## src/rtl/fir_pkg.sv

```systemverilog
// Shared constants, state encoding and fixed coefficient table for the
// interpolate-by-2 serial FIR.
package fir_pkg;

  localparam int unsigned DATA_W     = 16;
  localparam int unsigned NTAPS      = 32;
  localparam int unsigned L          = 2;
  localparam int unsigned PHASE_TAPS = NTAPS / L;
  localparam int unsigned TAP_W      = $clog2(PHASE_TAPS);
  localparam int unsigned CNT_W      = TAP_W + 1;

  typedef enum logic [2:0] {
    IDLE,
    MAC0,
    OUT0,
    MAC1,
    OUT1
  } state_t;

  // Prototype filter is the ramp h[k] = k, truncated to the datapath width.
  function automatic logic [DATA_W-1:0] coeff(input int unsigned k);
    return DATA_W'(k);
  endfunction

endpackage

```

## src/rtl/fir_mac_unit.sv

```systemverilog
// Wrapping DATA_W multiply-accumulate; clr has priority over en.
module fir_mac_unit
  import fir_pkg::*;
(
  input  logic              clk,
  input  logic              reset,
  input  logic              clr,
  input  logic              en,
  input  logic [DATA_W-1:0] a,
  input  logic [DATA_W-1:0] b,
  output logic [DATA_W-1:0] acc
);

  logic [DATA_W-1:0] prod_c;

  assign prod_c = DATA_W'(a * b);

  always_ff @(posedge clk or negedge reset) begin
    if (!reset) begin
      acc <= '0;
    end else if (clr) begin
      acc <= '0;
    end else if (en) begin
      acc <= acc + prod_c;
    end
  end

endmodule

```

## src/rtl/fir_interp2_serial.sv

```systemverilog
// Interpolate-by-2 polyphase FIR: one input sample yields a phase-0 and a
// phase-1 output, each computed by a single shared MAC over 16 taps.
module fir_interp2_serial
  import fir_pkg::*;
(
  input  logic              clk,
  input  logic              reset,
  input  logic              in_valid,
  output logic              in_ready,
  input  logic [DATA_W-1:0] in_data,
  output logic              out_valid,
  input  logic              out_ready,
  output logic [DATA_W-1:0] out_data
);

  state_t            state;
  logic [CNT_W-1:0]  cnt;
  logic [DATA_W-1:0] hist [PHASE_TAPS];
  logic [DATA_W-1:0] acc;
  logic [DATA_W-1:0] mac_a_c;
  logic [DATA_W-1:0] mac_b_c;
  logic              accept_c;
  logic              mac_done_c;
  logic              mac_en_c;
  logic              mac_clr_c;
  logic              phase_c;

  assign accept_c   = (state == IDLE) && in_valid && in_ready;
  assign mac_done_c = (cnt == CNT_W'(PHASE_TAPS));
  assign phase_c    = (state == MAC1);
  assign mac_en_c   = ((state == MAC0) || (state == MAC1)) && !mac_done_c;
  assign mac_clr_c  = accept_c || ((state == OUT0) && out_ready);

  // Tap j of phase p pairs hist[j] with h[2j+p]; {j, p} is exactly 2j+p.
  assign mac_a_c = hist[cnt[TAP_W-1:0]];
  assign mac_b_c = coeff(32'({cnt[TAP_W-1:0], phase_c}));

  fir_mac_unit u_mac (
    .clk   (clk),
    .reset (reset),
    .clr   (mac_clr_c),
    .en    (mac_en_c),
    .a     (mac_a_c),
    .b     (mac_b_c),
    .acc   (acc)
  );

  // Input history: newest sample at hist[0], shifted only on acceptance.
  always_ff @(posedge clk or negedge reset) begin
    if (!reset) begin
      for (int unsigned j = 0; j < PHASE_TAPS; j++) begin
        hist[j] <= '0;
      end
    end else if (accept_c) begin
      for (int unsigned j = 1; j < PHASE_TAPS; j++) begin
        hist[j] <= hist[j-1];
      end
      hist[0] <= in_data;
    end
  end

  // Control FSM; the counter takes one extra cycle after the last tap so the
  // registered accumulator can be copied into out_data.
  always_ff @(posedge clk or negedge reset) begin
    if (!reset) begin
      state     <= IDLE;
      cnt       <= '0;
      in_ready  <= 1'b1;
      out_valid <= 1'b0;
      out_data  <= '0;
    end else begin
      case (state)
        IDLE: begin
          if (accept_c) begin
            state    <= MAC0;
            cnt      <= '0;
            in_ready <= 1'b0;
          end
        end
        MAC0, MAC1: begin
          if (mac_done_c) begin
            out_data  <= acc;
            out_valid <= 1'b1;
            state     <= (state == MAC0) ? OUT0 : OUT1;
          end else begin
            cnt <= cnt + CNT_W'(1);
          end
        end
        OUT0: begin
          if (out_ready) begin
            out_valid <= 1'b0;
            cnt       <= '0;
            state     <= MAC1;
          end
        end
        OUT1: begin
          if (out_ready) begin
            out_valid <= 1'b0;
            in_ready  <= 1'b1;
            state     <= IDLE;
          end
        end
        default: begin
          state     <= IDLE;
          cnt       <= '0;
          in_ready  <= 1'b1;
          out_valid <= 1'b0;
        end
      endcase
    end
  end

endmodule

```

## config.mk

```make
export PLATFORM = sky130hd
export DESIGN_NAME = fir_interp2_serial
export DESIGN_NICKNAME = d
export VERILOG_FILES = /design/src/rtl/fir_pkg.sv /design/src/rtl/fir_mac_unit.sv /design/src/rtl/fir_interp2_serial.sv
export SDC_FILE = /design/constraint.sdc
export NUM_CORES = 1
export LEC_CHECK = 0
export CAP_MARGIN = 20
export CORE_ASPECT_RATIO = 2
export CORE_UTILIZATION = 40
export CTS_CLUSTER_DIAMETER = 50
export CTS_CLUSTER_SIZE = 28
export DETAILED_ROUTE_END_ITERATION = 16
export PLACE_DENSITY = 0.59
export SYNTH_ARGS = -nofsm -noshare
export SYNTH_HDL_FRONTEND = slang
export SYNTH_SLANG_ARGS = --single-unit
```

## constraint.sdc

```tcl
create_clock -name clk -period 5.4 [get_ports clk]
set_input_delay 1.62 -clock clk [delete_from_list [all_inputs] [get_ports clk]]
set_output_delay 1.62 -clock clk [all_outputs]
set_load 0.01 [all_outputs]
```

==> impl_metrics.csv <==
group,metric,value,unit
run_status,outcome,"finished clean",
power_and_ir_drop,p_leak,8.55,nW
power_and_ir_drop,power_density,362,mW/mm^2
global_route,grt_usage,16.8,%
sta,max_freq,191,MHz
sta,holdWs,483,ps
sta,finalClockSkew,21.1,ps
die,core,0.0379,mm^2
cts,cts_htree_levels,1,
detailed_routing,ant_nets,0,
setup_path,critPathTopFamily,"compound AO/OA/AOI/OAI gates",
global_route,grt_max_degree,129,
global_route,grt_pass1_vias,9701,
cts,cts_buffers,19,
logic_synthesis,synth_compound_area_share,3.95,%
setup_path,worstPathBufferInverterCount,5,
setup_path,crit_path_start_kind,"flip-flop",
sta,tns,0,ps
logic_synthesis,seq_area_frac_synth,48.6,%
placement,io_buffer_count,37,
die,io_pins,38,
logic_synthesis,synth-edff-count,0,
logic_synthesis,syn_avg_cell_area,13.5,um^2
power_and_ir_drop,ir_drop,210,uV
detailed_routing,drt_first_pass_iters,4,
die,die_y,279,um
cts,clockBufferDepth,3,
sta,hold_viol_final,0,
finish,syn_to_final_growth,15.1,%
logic_synthesis,ys_ff_latch,298,
die,core.rowCount,101,
detailed_routing,routed_wl,31400,um
detailed_routing,drc,0,
placement,dp_hpwl,21700,um
die,initial_core_util,40.4,%
sta,fin_crit_sh,97.0,%
logic_synthesis,synth_mux_area_share,29.7,%
logic_synthesis,synthAdderAreaFrac,8.11,%
detailed_routing,vias,8977,
logic_synthesis,synth_area_leaders,"dfrtp_1, mux2_2, mux4_2, fa_1, nand2_1",
cts,clk_pin_slew,90,ps
logic_synthesis,syn-num-nets,1230,
finish,layout.nets,1314,
die,fp.dieW,140,um
die,dieArea,0.0392,mm^2
setup_path,path_cells,"buf_12 -> buf_6 -> mux4_2 -> nand2_1 -> a21oi_1 -> nor2_1 -> buf_4 -> nor2_1 -> fa_1 -> ha_1 -> inv_1 -> fa_1 -> inv_1 -> ha_1 -> a21o_1 -> a21o_1 -> a21o_1 -> o22a_1 -> a311o_1 -> o31a_1 -> xnor2_1 -> a22o_1",
logic_synthesis,ys.flop_type,"dfrtp_1",
cts,root_buffer,"clkbuf_16",
logic_synthesis,synth_top_family_by_area,"multiplexers",
setup_path,critPathMaxFanout,6,
detailed_routing,wl_per_cell,18.5,um
detailed_routing,routed_via_density,5.28,
cts,cts_tree,"done",
logic_synthesis,ys_warn_count,0,
logic_synthesis,async_flop_share,100,%
logic_synthesis,yosys.cell_count.top_type,"dfrtp_1",
logic_synthesis,synth.cell_area,0.0153,mm^2
sta,setup_violations,0,
setup_path,crit_slowest_cell,"fa_1",
detailed_routing,first_iter_violations,395,
setup_path,cp-end-kind,"flip-flop",
placement,gp_congestion,0.813,
global_route,gr-total-overflow,0,
setup_path,required,5820,ps
sta,worst_pin_slew,982,ps
sta,min_period,5240,ps
logic_synthesis,syn_inst,1140,
min_path,hold_class,"flip-flop to flip-flop",
global_route,antenna_found_initial,0,
finish,drive_gt1_share,39.1,%
setup_path,crit_top_cell,"a21o_1",
job,cap_violations,0,
finish,n_antenna_cell,0,
logic_synthesis,yosys.area_share.xor_xnor,1.18,%
logic_synthesis,synth_top_cells_by_count,"dfrtp_1, mux2_2, nand2_1",
setup_path,worstSetupPathType,"flip-flop to flip-flop",
sta,slew_headroom,34.5,%
logic_synthesis,yosys.area.top_type,"dfrtp_1",
sta,slew_viol_final,0,
global_route,grt_pass1_wl,51800,um
cts,cts.sinks,298,
sta,rsz0062_at_grt,"yes",
setup_path,slowest_delay,490,ps
cts,holdBufCountCts,0,
logic_synthesis,ys_types,52,
setup_path,arrival,5660,ps
cts,clk_latency,530,ps
logic_synthesis,synth_simple_gate_area_share,4.74,%
logic_synthesis,yosys.area.top_type_share,48.5,%
## tightest hold or removal path, cell delays in order, from the launching register on
cell and delay (ps):
dfrtp_1 350, nand2_1 40, o21ai_0 60
## final timing paths
path | from | endpoint | slack (ps) | cells after the start
max | cnt[0] | u_mac.acc[15] | 160 | 22
min | out_data[12] | out_data[12] | 480 | 2
max reg2reg | cnt[0] | u_mac.acc[15] | 160 | 22
min reg2reg | out_data[12] | out_data[12] | 480 | 2
max in group asynchronous | reset | hist[241] | 3320 | 2
min in group asynchronous | reset | hist[126] | 1010 | 1
## flip-flops by register name, indices dropped and copies added, names as in the netlist
register   flops
hist         256
out_data      16
u_mac.acc     16
cnt            5
state          3
in_ready       1
out_valid      1
## placed cells by master (no fill, tap or decap), drive strengths merged, types with 13 or more instances in the layout
cell	count
ha	21
xnor2	13
clkdlybuf4s50	36
buf	90
nor2	62
mux2i	14
dfrtp	297
mux4	61
mux2	270
a21oi	19
nand2	81
fa	49
inv	83
o21ai	26
clkbuf	23
## routing by layer
metal  track usage (%)  vias up  share of wire (%)
met5                 0        -                  0
met4              6.20        0                3.1
met3              1.35       42                2.2
met2              31.5       87                 55
met1              19.6     4706                 40
li1                  -     4142                  -
## layout make-up
type / instances / area (um^2)
Inverter: 74 / 278
Clock inverter: 13 / 181
Tap cell: 463 / 579
Multi-Input combinational cell: 702 / 7390
Clock buffer: 20 / 489
Sequential cell: 298 / 7470
Fill cell: 3347 / 20300
Timing Repair Buffer: 129 / 1270
## power breakdown
part | leakage, nW | switching, W | internal, W
logic | 4.12 | 0.00113 | 0.00110
registers | 4.11 | 0.000182 | 0.00235
clock network | 0.328 | 0.000902 | 0.000732
total | 8.55 | 0.00221 | 0.00418
## stage by stage
step	cell area (um^2)	setup WS, ps	total power (W)	instances	utilization [%]
after floorplan	15400	29.4	0.00385	1140	-
after global placement	16700	-51.0	0.00458	1647	44.0
after detailed placement	16700	-82.3	0.00461	1647	44.0
after CTS	17400	30.1	0.00630	1683	45.8
after global routing	17700	-9.02	0.00679	1699	46.6
final	17700	160	0.00639	1699	46.6
## logic make-up after synthesis
group / count (synthesis)
and+or+nand+nor: 175
DFF: 298
buffers and inverters: 140
adders and majority gates: 70
xor gates and xnor gates: 19
AOI/OAI and AO/OA: 93
muxes: 345
## timing repair
item / 4_1_cts / 5_1_grt
setup endpoints to repair: 2 / 5
gates cloned: 0 / 3
setup buffers: 3 / 13
resized for setup: 0 / 23
pin swaps: 0 / 12
Power figures use the tool's default switching activity.
